==> config.mk <==
export PLATFORM = sky130hd
export DESIGN_NAME = ls_unit
export DESIGN_NICKNAME = d
export VERILOG_FILES = /design/src/rtl/ls_pkg.sv /design/src/rtl/ls_align.sv /design/src/rtl/ls_unit.sv
export SDC_FILE = /design/constraint.sdc
export NUM_CORES = 1
export LEC_CHECK = 0
export CORE_MARGIN = 4
export CORE_UTILIZATION = 41
export DETAILED_ROUTE_END_ITERATION = 10
export GPL_ROUTABILITY_DRIVEN = 0
export PLACE_DENSITY = 0.74
export SLEW_MARGIN = 40
export SYNTH_ARGS = -nofsm -noshare
export SYNTH_HDL_FRONTEND = slang
export SYNTH_SLANG_ARGS = --single-unit
==> constraint.sdc <==
create_clock -name clk -period 2.6 [get_ports clk]
set_clock_uncertainty 0.2 [all_clocks]
set_input_delay 0.26 -clock clk [delete_from_list [all_inputs] [get_ports clk]]
set_output_delay 0.26 -clock clk [all_outputs]
set_load 0.005 [all_outputs]
==> src/rtl/ls_pkg.sv <==
// ls_pkg: shared opcodes, funct3 codes and FSM state encoding for the
// load/store unit.
package ls_pkg;

  localparam logic [6:0] OPCODE_L = 7'b0000011;
  localparam logic [6:0] OPCODE_S = 7'b0100011;

  localparam logic [2:0] F_B  = 3'b000;
  localparam logic [2:0] F_H  = 3'b001;
  localparam logic [2:0] F_W  = 3'b010;
  localparam logic [2:0] F_BU = 3'b100;
  localparam logic [2:0] F_HU = 3'b101;

  typedef enum logic [1:0] {
    IDLE   = 2'd0,
    REQ    = 2'd1,
    WAIT_R = 2'd2,
    WB     = 2'd3
  } ls_state_e;

endpackage

==> src/rtl/ls_align.sv <==
// ls_align: combinational byte-lane logic. Places store data on the lanes
// selected by the address offset and extracts/extends load results.
// Halfwords use off[1] only; words ignore the offset.
module ls_align
  import ls_pkg::*;
(
  input  logic [2:0]  funct,
  input  logic [1:0]  off,
  input  logic [31:0] store_data,
  input  logic [31:0] load_word,
  output logic [3:0]  wstrb,
  output logic [31:0] wdata,
  output logic [31:0] load_data
);

  logic [7:0]  byte_sel;
  logic [15:0] half_sel;

  // Lane steering for stores and extraction for loads
  always_comb begin
    wstrb     = 4'b1111;
    wdata     = store_data;
    load_data = load_word;
    byte_sel  = load_word[7:0];
    half_sel  = off[1] ? load_word[31:16] : load_word[15:0];

    case (off)
      2'd0:    byte_sel = load_word[7:0];
      2'd1:    byte_sel = load_word[15:8];
      2'd2:    byte_sel = load_word[23:16];
      default: byte_sel = load_word[31:24];
    endcase

    case (funct)
      F_B: begin
        wstrb = 4'b0001 << off;
        wdata = {4{store_data[7:0]}};
      end
      F_H: begin
        wstrb = off[1] ? 4'b1100 : 4'b0011;
        wdata = {2{store_data[15:0]}};
      end
      default: begin
        wstrb = 4'b1111;
        wdata = store_data;
      end
    endcase

    case (funct)
      F_B:     load_data = {{24{byte_sel[7]}}, byte_sel};
      F_BU:    load_data = {24'd0, byte_sel};
      F_H:     load_data = {{16{half_sel[15]}}, half_sel};
      F_HU:    load_data = {16'd0, half_sel};
      default: load_data = load_word;
    endcase
  end

endmodule

==> src/rtl/ls_unit.sv <==
// ls_unit: single-outstanding RV32I load/store unit. Issues one access to a
// single-port data memory and retires a completion record on a valid/ready
// write-back port.
// Optional build macro LS_MISALIGN_CHECK_EN: misaligned half/word accesses
// skip memory, retire with no register write and raise wb_err.
//
// state  | meaning
// IDLE   | waiting for ls_valid
// REQ    | mem_req held until mem_gnt
// WAIT_R | load granted, waiting for mem_rvalid
// WB     | completion presented until wb_ready
module ls_unit
  import ls_pkg::*;
#(
  parameter int SB_SIZE_WIDTH = 4,
  parameter int DATA_WIDTH    = 32
) (
  input  logic                     clk,
  input  logic                     rst,
  input  logic                     ls_valid,
  input  logic [6:0]               ls_opt,
  input  logic [2:0]               ls_funct,
  input  logic [4:0]               ls_rd,
  input  logic [DATA_WIDTH-1:0]    ls_imm,
  input  logic [SB_SIZE_WIDTH-1:0] ls_pos,
  input  logic [DATA_WIDTH-1:0]    rs1_val,
  input  logic [DATA_WIDTH-1:0]    rs2_val,
  output logic                     mem_req,
  output logic                     mem_we,
  output logic [DATA_WIDTH-1:0]    mem_addr,
  output logic [DATA_WIDTH-1:0]    mem_wdata,
  output logic [3:0]               mem_wstrb,
  input  logic                     mem_gnt,
  input  logic                     mem_rvalid,
  input  logic [DATA_WIDTH-1:0]    mem_rdata,
  output logic                     wb_valid,
  input  logic                     wb_ready,
  output logic [SB_SIZE_WIDTH-1:0] wb_pos,
  output logic [4:0]               wb_rd,
  output logic                     wb_we,
  output logic [DATA_WIDTH-1:0]    wb_data,
`ifdef LS_MISALIGN_CHECK_EN
  output logic                     wb_err,
`endif
  output logic                     ls_idle
);

  ls_state_e state, state_nxt;

  logic [SB_SIZE_WIDTH-1:0] pos_q;
  logic [4:0]               rd_q;
  logic [2:0]               funct_q;
  logic                     is_load_q;
  logic                     is_store_q;
  logic                     err_q;
  logic [1:0]               off_q;
  logic [DATA_WIDTH-1:0]    rs2_q;
  logic [DATA_WIDTH-1:0]    addr_q;
  logic [DATA_WIDTH-1:0]    data_q;

  logic [DATA_WIDTH-1:0]    addr_sum;
  logic                     is_mem_in;
  logic                     misalign_in;
  logic                     reg_write_ok;
  logic [3:0]               al_wstrb;
  logic [31:0]              al_wdata;
  logic [31:0]              al_load;

  assign addr_sum  = rs1_val + ls_imm;
  assign is_mem_in = (ls_opt == OPCODE_L) || (ls_opt == OPCODE_S);

  // Alignment check of the incoming access (constant 0 when disabled)
  always_comb begin
    misalign_in = 1'b0;
`ifdef LS_MISALIGN_CHECK_EN
    case (ls_funct)
      F_B, F_BU: misalign_in = 1'b0;
      F_H, F_HU: misalign_in = addr_sum[0];
      default:   misalign_in = (addr_sum[1:0] != 2'b00);
    endcase
`endif
  end

  ls_align u_align (
    .funct      (funct_q),
    .off        (off_q),
    .store_data (rs2_q),
    .load_word  (mem_rdata),
    .wstrb      (al_wstrb),
    .wdata      (al_wdata),
    .load_data  (al_load)
  );

  // State register
  always_ff @(posedge clk) begin
    if (rst) state <= IDLE;
    else     state <= state_nxt;
  end

  // Next-state logic
  always_comb begin
    state_nxt = state;
    case (state)
      IDLE: begin
        if (ls_valid) state_nxt = (is_mem_in && !misalign_in) ? REQ : WB;
      end
      REQ: begin
        if (mem_gnt) state_nxt = (is_load_q && !mem_rvalid) ? WAIT_R : WB;
      end
      WAIT_R: begin
        if (mem_rvalid) state_nxt = WB;
      end
      WB: begin
        if (wb_ready) state_nxt = IDLE;
      end
      default: state_nxt = IDLE;
    endcase
  end

  // Transaction capture at issue and load result capture on rvalid
  always_ff @(posedge clk) begin
    if (rst) begin
      pos_q      <= '0;
      rd_q       <= '0;
      funct_q    <= '0;
      is_load_q  <= 1'b0;
      is_store_q <= 1'b0;
      err_q      <= 1'b0;
      off_q      <= '0;
      rs2_q      <= '0;
      addr_q     <= '0;
      data_q     <= '0;
    end else begin
      case (state)
        IDLE: begin
          if (ls_valid) begin
            pos_q      <= ls_pos;
            rd_q       <= ls_rd;
            funct_q    <= ls_funct;
            is_load_q  <= (ls_opt == OPCODE_L);
            is_store_q <= (ls_opt == OPCODE_S);
            err_q      <= is_mem_in && misalign_in;
            off_q      <= addr_sum[1:0];
            rs2_q      <= rs2_val;
            addr_q     <= {addr_sum[DATA_WIDTH-1:2], 2'b00};
            data_q     <= '0;
          end
        end
        REQ: begin
          if (mem_gnt && mem_rvalid && is_load_q) data_q <= al_load;
        end
        WAIT_R: begin
          if (mem_rvalid) data_q <= al_load;
        end
        default: ;
      endcase
    end
  end

  // A register write only happens for a load that reached memory
  assign reg_write_ok = is_load_q && !err_q;

  assign mem_req   = (state == REQ);
  assign mem_we    = (state == REQ) && is_store_q;
  assign mem_addr  = addr_q;
  assign mem_wstrb = mem_we ? al_wstrb : 4'b0000;
  assign mem_wdata = mem_we ? al_wdata : '0;

  assign wb_valid  = (state == WB);
  assign wb_pos    = wb_valid ? pos_q : '0;
  assign wb_rd     = (wb_valid && reg_write_ok) ? rd_q : '0;
  assign wb_we     = wb_valid && reg_write_ok && (rd_q != 5'd0);
  assign wb_data   = (wb_valid && reg_write_ok) ? data_q : '0;
  assign ls_idle   = (state == IDLE);

`ifdef LS_MISALIGN_CHECK_EN
  assign wb_err    = wb_valid && err_q;
`endif

endmodule

-- Yosys cells after proc, flatten, opt, wreduce, memory -nomap -nowiden
Index checks and enable logic that the tools add are counted.
- register bits after elaboration: 112
- input bits: 153
- output and inout port bits: 114
- logic and storage cells: 65
- add/subtract/negate cells: 1
- equality and inequality tests: 15
- shift operators: 1
- multiplexer cells: 22
- reduce and logical (&&, ||, !) cells: 16
- operators with widths (cell ; count):
    $mux W32 ; 5
    $pmux W32 S4 ; 1
    $pmux W32 S3 ; 1
    $pmux W32 S2 ; 1
    $add A32 B32 Y32 ; 1
    $pmux W8 S3 ; 1
    $mux W16 ; 1
    $mux W4 ; 3
    $mux W2 ; 5
    $pmux W2 S4 ; 1
    $pmux W4 S2 ; 1
    $reduce_and A4 Y1 ; 2
    $eq A7 B2 Y1 const B ; 1
    $eq A7 B6 Y1 const B ; 1
    $eq A2 B2 Y1 const B ; 3
    $eq A3 B3 Y1 const B ; 2
    $logic_and A1 B1 Y1 ; 6
    $ne A2 B1 Y1 const B ; 3
    $mux W5 ; 1
    $reduce_bool A5 Y1 ; 1
    $eq A2 B1 Y1 const B ; 2
    $logic_not A2 Y1 ; 2
    $ne A2 B2 Y1 const B ; 2
    $shl A1 B2 Y4 const A ; 1
    7 further kinds ; 7

-- Depth between registers and ports, before layout
Gate-level depths: netlist (run 1).
- depth in word-level cells: 5
- depth in mapped cells: 11
- depth with buffers taken out: 10

-- Hierarchy
Synthesis (run 1) repeated with hierarchy kept, for this count alone.
- cells, all modules: 1037
- area, all modules: 7714.9 µm²
- by module, submodules not included (module ; times used ; cells an instance ; area each (µm²) ; seq. area each (µm²)):
    ls_unit ; 1 ; 875 ; 6520.0 ; 2242.2
    ls_align ; 1 ; 162 ; 1194.9 ; 0.0

-- Worst setup path after synthesis (run 1)
OpenSTA, ideal clock, no wires.
- path type: input port to flip-flop
- start: in ls_imm[0]
- end: reg addr_q[20] (netlist: mem_addr[20])
- library setup time: 0.116 ns
- arrival time: 2.255 ns
- data required time: 2.284 ns
- slack: 0.029 ns
- stages on the path: 10
- buffers on the path: 0
- path through: ha_1 > fa_1 > a21oi_1 > o221a_2 > o21ai_2 > a311o_1 > a21o_1 > o21ai_1 > a21oi_1 > a31o_2
- longest elaborated chain between the ends: 1
- ends and longest elaborated chain (what ; line ; RTL):
    from (decl) ; ls_unit.sv:24 ; input logic [DATA_WIDTH-1:0] ls_imm,
    $add A32 B32 Y32 ; ls_unit.sv:69 ; assign addr_sum = rs1_val + ls_imm;
    to (signal assigned) ; ls_unit.sv:145 ; addr_q <= {addr_sum[DATA_WIDTH-1:2], 2'b00};
    to (decl) ; ls_unit.sv:58 ; logic [DATA_WIDTH-1:0] addr_q;
Every way passes these cells.
A chain may end at the register's enable or synchronous reset.

-- Worst setup path in the final report (run 1)
- start: in ls_imm[11]
- end: reg addr_q[22] (netlist: mem_addr[22])
The elaborated chain is that of the path after synthesis.

==> qor.yml, run 1 <==
hold_path:
  hp-start: "rst"
  worstHoldEndpoint: "rs2_q[6]$_SDFFE_PP0P_"
  worstHoldPathType: "input port to register"
  holdPathStages: 2
grt:
  grt_max_degree: 71
  grt_pass1_vias: 7912
  grt_overflow_total: 0
  grtUsageTotal_pct: 25.41
  antenna_found_initial: 2
  grt_pass1_wl_um: 41030
yosys:
  ys_types: 66
  synth_top_area_share_pct: 31.46
  synth_ff_type: "dfxtp_1"
  yosys.area_share.simple_pct: 24.75
  ys_ff_latch: 112
  synth_area_leaders: "dfxtp_1 (31%), nand2_1 (11%), a21oi_1 (9.8%)"
  ys_seq_area_share_pct: 31.46
  synthCells: 982
  async_flop_share_pct: 0
  netlist_area_um2: 7128
  synth_fa_ha_area_share_pct: 6.424
  synth.area.mux_share_pct: 4.090
  postSynthAreaPerCell_um2: 7.259
  yosys_warnings: 0
  synthTopCellsByCount: "nand2_1 (207), a21oi_1 (140), dfxtp_1 (112)"
  synth_edf_count: 0
  synthXorXnorAreaFrac_pct: 2.457
  synth-compound-area-share_pct: 25.49
  synth_most_common_cell: "nand2_1"
  synth_top_family_by_area: "compound AO/OA/AOI/OAI gates"
  synth_top_cell_by_area: "dfxtp_1"
floorplanning:
  die-area_um2: 19560
  start_util_pct: 42.38
  row_count: 47
  io_pins: 267
  design.core.area_um2: 16820
  fp.dieH_um: 139.9
  die_w_um: 139.9
timing:
  final-setup-viol-count: 0
  maxSlewHeadroom_pct: 47.31
  period_share_pct: 98.77
  fmax_mhz: 389.4
  rsz0062_at_grt: "yes"
  setup_slack_ns: 0.03191
  finalCriticalPeriod_ns: 2.568
  drv_slew: 0
  worst_slew_pin_slew_ns: 0.7903
  finalHoldViolCount: 0
routing:
  via_per_inst: 5.555
  wirelength_met1_um: 10980
  wl_um: 26320
  routedWlPerCell_um: 17.48
  met2_length_um: 12710
  drt_iter0_drc: 555
  highest_layer: "met5"
  dr_wl_met3_um: 1843
  vias: 8366
  ant_nets: 0
  drc: 0
  drt-pass1-iter-count: 5
critical_path:
  r2r_setup_slack_ns: 0.38
  crit_path_max_incr_delay_ns: 0.51
  crit_path_start_kind: "input port"
  critPathSlowestCell: "clkdlybuf4s50_1"
  worst_r2r_startpoint: "state[1]$_SDFFE_PP0P_"
  endpoint_kind: "register"
  r2r-end: "data_q[7]$_SDFFE_PP0P_"
  crit_chain: "clkdlybuf4s50_1, ha_4, a21o_1, a21o_1, a221oi_2, nand2_2, a211oi_4, buf_4, xnor2_2, nand2_1, a21oi_2"
  ff2ff_path_depth: 9
  crit_fanout: 4
  critPathRequiredTime_ns: 2.69
  path_common_cell: "a21o_1"
  critical_path_arrival_ns: 2.66
  worstSetupPathType: "input port to register"
pwr:
  irDropWorstVdd_v: 0.0004338
  p_leak_nw: 4.510
  p_per_area_nw_per_um2: 658.2
cts:
  cts_tree: "yes"
  clockRootBuffer: "clkbuf_16"
  clk_pin_slew_ns: 0.08
  clock_latency_ns: 0.36
  cts_max_path_buffers: 2
  clock_sinks: 112
  cts_buffers: 9
  htree_levels: 3
cells_and_area:
  n_antenna_cell: 0
  area_growth_pct: 53.68
  utilization_pct: 65.13
  drive_above_1_share_pct: 12.60
  final_nets: 1470
placement:
  dp_hpwl_um: 19450
  port_buffers: 264
  pre_cts_ws_ns: -0.5208
run_status:
  status: "completed"
flow_run:
  cap_violations: 0
-- how the worst max path moves through the flow --
stage	from	to	slack (ns)	depth (start not counted)
floorplan	ls_imm[0]	mem_addr[20]$_SDFFE_PP0P_	0.03	10
global placement	ls_imm[0]	mem_addr[20]$_SDFFE_PP0P_	-0.50	12
detailed placement	ls_imm[0]	mem_addr[20]$_SDFFE_PP0P_	-0.52	12
CTS	ls_imm[11]	mem_addr[28]$_SDFFE_PP0P_	0.06	10
global route	ls_imm[11]	mem_addr[22]$_SDFFE_PP0P_	-0.04	11
finish	ls_imm[11]	mem_addr[22]$_SDFFE_PP0P_	0.03	11
-- critical path: cells and delay by family --
family / cells / cell delay [ns]
simple gates: 2 / 0.23
fa+ha+maj: 1 / 0.23
compound gates: 5 / 1.12
buf+inv: 2 / 0.70
xor+xnor: 1 / 0.11
-- state kept, by name (all words and copies together) (netlist names) --
register and cells:
data_q 32, funct_q 3, is_load_q 1, is_store_q 1, mem_addr 30, off_q 2, pos_q 4, rd_q 5
rs2_q 32, state 2
-- what timing repair did --
item / CTS / global route
hold buffers: 0 / 0
setup endpoints to repair: 6 / 27
setup buffers: 5 / 3
pin swaps: 3 / 10
gates resized for setup: 6 / 26
-- layout make-up --
| cell class | count | area (um^2) |
|---|---|---|
| Timing Repair Buffer | 364 | 3437 |
| Sequential cell | 112 | 2243 |
| Clock buffer | 10 | 229.0 |
| Fill cell | 1513 | 5864 |
| Inverter | 16 | 60.06 |
| Tap cell | 220 | 275.3 |
| Clock inverter | 6 | 72.57 |
| Multi-Input combinational cell | 778 | 4637 |
-- placed cells by master (no fill, tap or decap), types with 18 or more instances in the layout --
cell / instances
o21ai_0: 46
nor2_1: 69
a21oi_1: 136
buf_4: 98
mux2i_1: 19
ha_1: 29
dfxtp_1: 111
and3_1: 52
clkdlybuf4s50_1: 255
a21o_1: 18
nand2_1: 206
-- kinds of logic (layout without fill, tap and decap cells) --
family	count (synthesis)	in the layout
other cells	1	2
compound gates	296	296
mux	27	27
flops	112	112
buf+inv	93	396
fa+ha+maj	36	36
simple gates	397	397
xor+xnor	20	20
-- metrics by stage --
step / cells / area, um^2 / hold WS (ns) / setup TNS, ns / total power [W]
after floorplan: 983 / 7132 / 0.1960 / 0 / 0.004303
after global placement: 1482 / 10450 / 0.2338 / -4.971 / 0.005627
after detailed placement: 1482 / 10450 / 0.2387 / -5.732 / 0.005692
after CTS: 1503 / 10800 / 0.1354 / 0 / 0.007184
after global routing: 1506 / 10950 / 0.1684 / -0.1190 / 0.007709
final: 1506 / 10950 / 0.1491 / 0 / 0.007210
-- routing by layer --
layer	up-vias	GRT usage, %
met5	-	0
met4	4	8.822
met3	59	4.768
met2	336	43.61
met1	3915	31.94
li1	4052	-
-- where the power goes --
part,switching (W),internal (W)
sequential,0.000265,0.00211
combinational,0.00188,0.00150
clock,0.000694,0.000762
Note: power is estimated with default switching activity, not from simulation.
==> inputs of run 2 (changes only) <==
--- a/config.mk
+++ b/config.mk
@@ -6,10 +6,10 @@
 export NUM_CORES = 1
 export LEC_CHECK = 0
 export CORE_MARGIN = 4
-export CORE_UTILIZATION = 41
+export CORE_UTILIZATION = 49
 export DETAILED_ROUTE_END_ITERATION = 10
 export GPL_ROUTABILITY_DRIVEN = 0
-export PLACE_DENSITY = 0.74
+export PLACE_DENSITY = 0.83
 export SLEW_MARGIN = 40
 export SYNTH_ARGS = -nofsm -noshare
 export SYNTH_HDL_FRONTEND = slang
==> constraint.sdc (replaced) <==
create_clock -name clk -period 3.27 [get_ports clk]
set_clock_uncertainty 0.2 [all_clocks]
set_input_delay 0.327 -clock clk [delete_from_list [all_inputs] [get_ports clk]]
set_output_delay 0.327 -clock clk [all_outputs]
set_load 0.005 [all_outputs]
==> run 2 against run 1 <==
- first-iteration DRC count is 37% higher
- routed wire length is 7.8% lower
- clock power is 16% lower
- final cell count is 7.8% lower
- die area is 15% lower
- setup slack better by 0.33 ns
- cell area is 7.1% lower
- global-route usage is 2.7 points higher
==> qor.yml, run 2 (same netlist as run 1, synthesis figures left out) <==
timing:
  tns_ns: 0  # unchanged
  period_share_pct: 89.06
  maxSlewHeadroom_pct: 48.67  # was 47.31%
  drv_slew: 0  # unchanged
  finalHoldViolCount: 0  # unchanged
  worst_slew_pin_slew_ns: 0.7699  # was 0.7903 ns
  fmax_mhz: 343.4
  final-setup-viol-count: 0  # unchanged
  finalCriticalPeriod_ns: 2.912
  rsz0062_at_grt: "no"  # was yes
hold_path:
  worstHoldPathType: "register to register"  # was input port to register
grt:
  grt_overflow_total: 0  # unchanged
  grtUsageTotal_pct: 28.12  # was 25.41%
  top_usage_layer: "met2"  # unchanged
  grt_pass1_vias: 7459  # was 7,912
  grt_max_degree: 63  # was 71
  met1_usage_pct: 36.03  # was 31.94%
  antenna_found_initial: 0  # was 2
  met3_usage_pct: 5.521  # was 4.768%
  met2_usage_pct: 47.13  # was 43.61%
  grt_pass1_wl_um: 37840  # was 41,030 um
cells_and_area:
  area_growth_pct: 42.83  # was 53.68%
  drive_above_1_share_pct: 5.464  # was 12.60%
  final_cell_mix: "clkdlybuf4s50_1 (263), nand2_1 (206), a21oi_1 (140)"  # was clkdlybuf4s50_1 (255), nand2_1 (206), a21oi_1 (136)
  fill_cells: 1173  # was 1,513
  final_common_cell: "clkdlybuf4s50_1"  # unchanged
  n_antenna_cell: 0  # unchanged
  final_nets: 1392  # was 1,470
cts:
  cts_resized: 0  # was 6
  cts_buffers: 9  # unchanged
  htree_levels: 3  # unchanged
  cts_tree: "yes"  # unchanged
  clockRootBuffer: "clkbuf_16"  # unchanged
  clock_sinks: 112  # unchanged
  post_cts_buffers: 0  # was 5
  cts_max_path_buffers: 2  # unchanged
  cts.hold.buffers_added: 0  # unchanged
  clock_latency_ns: 0.36  # about the same
  clk_pin_slew_ns: 0.08  # about the same
critical_path:
  critPathSlowestCell: "clkdlybuf4s50_1"  # unchanged
  crit_family: "buffers and inverters"  # was compound AO/OA/AOI/OAI gates
  crit_chain: "inv_1, ha_1, nand2_1, buf_4, a211oi_1, clkdlybuf4s50_1"  # was clkdlybuf4s50_1, ha_4, a21o_1, a21o_1, a221oi_2, nand2_2, a211oi_4, buf_4, xnor2_2, nand2_1, a21oi_2
  cp-startpoint: "state[1]$_SDFFE_PP0P_"  # was ls_imm[11]
  worst_r2r_startpoint: "state[0]$_SDFFE_PP0P_"  # was state[1]$_SDFFE_PP0P_
  worstSetupPathType: "register to output port"  # was input port to register
  ff2ff_path_depth: 9  # unchanged
  crit_path_start_kind: "register"  # was input port
  critical_path_arrival_ns: 2.39  # was 2.66 ns
  r2r_setup_slack_ns: 0.79  # was 0.38 ns
  critPathRequiredTime_ns: 2.74  # was 2.69 ns
  crit_fanout: 29  # was 4
  r2r-end: "data_q[7]$_SDFFE_PP0P_"  # unchanged
  crit_cells: 6  # was 11
  crit_buf_inv: 3  # was 2
  crit_path_max_incr_delay_ns: 0.57  # was 0.51 ns
  crit_end: "mem_wdata[28]"  # was mem_addr[22]$_SDFFE_PP0P_
  endpoint_kind: "output port"  # was register
floorplanning:
  design.core.area_um2: 14040  # was 16,820 um^2
  die-area_um2: 16540  # was 19,560 um^2
  row_count: 43  # was 47
  die_w_um: 128.6  # was 139.9 um
  start_util_pct: 50.76  # was 42.38%
  fp.dieH_um: 128.6  # was 139.9 um
  io_pins: 267  # unchanged
routing:
  via_per_inst: 5.824  # was 5.555
  drt_iter0_drc: 760  # was 555
  ant_nets: 0  # unchanged
  wl_um: 24260  # was 26,320 um
  drc: 0  # unchanged
  routedWlPerCell_um: 17.48  # about the same
  drt-pass1-iter-count: 5  # unchanged
  vias: 8084  # was 8,366
placement:
  dp_hpwl_um: 17990  # was 19,450 um
  port_buffers: 264  # unchanged
pwr:
  p_leak_nw: 4.026  # was 4.510 nW
  total_power_w: 0.005549  # was 0.007210 W
  irDropWorstVdd_v: 0.0004043  # was 0.0004338 V
  p_per_area_nw_per_um2: 545.0  # was 658.2 nW/um^2
flow_run:
  cap_violations: 0  # unchanged
run_status:
  status: "completed"  # unchanged
==> run 2: stage by stage <==
step | worst slack [ns] | area [um^2] | util [%] | hold slack, ns | cells
floorplan | 0.6317 | 7132 | - | 0.2275 | 983
global placement | 0.1006 | 9849 | 70.14 | 0.2343 | 1372
detailed placement | 0.1059 | 9849 | 70.14 | 0.2405 | 1372
CTS | 0.3674 | 10180 | 72.50 | 0.2517 | 1388
global route | 0.2150 | 10180 | 72.50 | 0.2696 | 1388
finish | 0.3577 | 10180 | 72.50 | 0.2482 | 1388
==> run 2: how the worst min path moves through the flow <==
| stage | start | endpoint | slack [ns] | cells after the start |
|---|---|---|---|---|
| floorplan | data_q[16]$_SDFFE_PP0P_ | data_q[16]$_SDFFE_PP0P_ | 0.23 | 2 |
| global placement | data_q[29]$_SDFFE_PP0P_ | data_q[29]$_SDFFE_PP0P_ | 0.23 | 2 |
| detailed placement | data_q[27]$_SDFFE_PP0P_ | data_q[27]$_SDFFE_PP0P_ | 0.24 | 2 |
| CTS | data_q[31]$_SDFFE_PP0P_ | data_q[31]$_SDFFE_PP0P_ | 0.25 | 2 |
| global route | pos_q[3]$_SDFFE_PP0P_ | pos_q[3]$_SDFFE_PP0P_ | 0.27 | 2 |
| finish | data_q[19]$_SDFFE_PP0P_ | data_q[19]$_SDFFE_PP0P_ | 0.25 | 2 |
==> run 2: tightest hold or removal path: cells and delay by family (launching register included) <==
| family | cells | cell delay [ns] |
|---|---|---|
| flops | 1 | 0.31 |
| compound gates | 1 | 0.05 |
| simple gates | 1 | 0.05 |
==> run 2: final cells by class <==
type / count / area, um^2 / area share [%]
Clock inverter: 6 / 92.59 / 0.9094
Timing Repair Buffer: 286 / 2805 / 27.55
Tap cell: 180 / 225.2 / 2.212
Inverter: 16 / 60.06 / 0.5899
Sequential cell: 112 / 2242 / 22.02
Clock buffer: 10 / 239.0 / 2.347
Multi-Input combinational cell: 778 / 4517 / 44.37
==> run 2: power by group <==
group          switching [W]  total, W  leakage [nW]  internal [W]
Clock               0.000534   0.00123         0.155      0.000696
Sequential          0.000201   0.00187         0.915       0.00167
Combinational        0.00144   0.00244          2.96       0.00100
==> run 2: per-layer routing <==
| metal | wire [um] | share of wire [%] |
|---|---|---|
| met1 | 9957 | 41 |
| met2 | 11490 | 47 |
| met3 | 2072 | 8.5 |
| met4 | 741 | 3.1 |
| met5 | 0 | 0 |
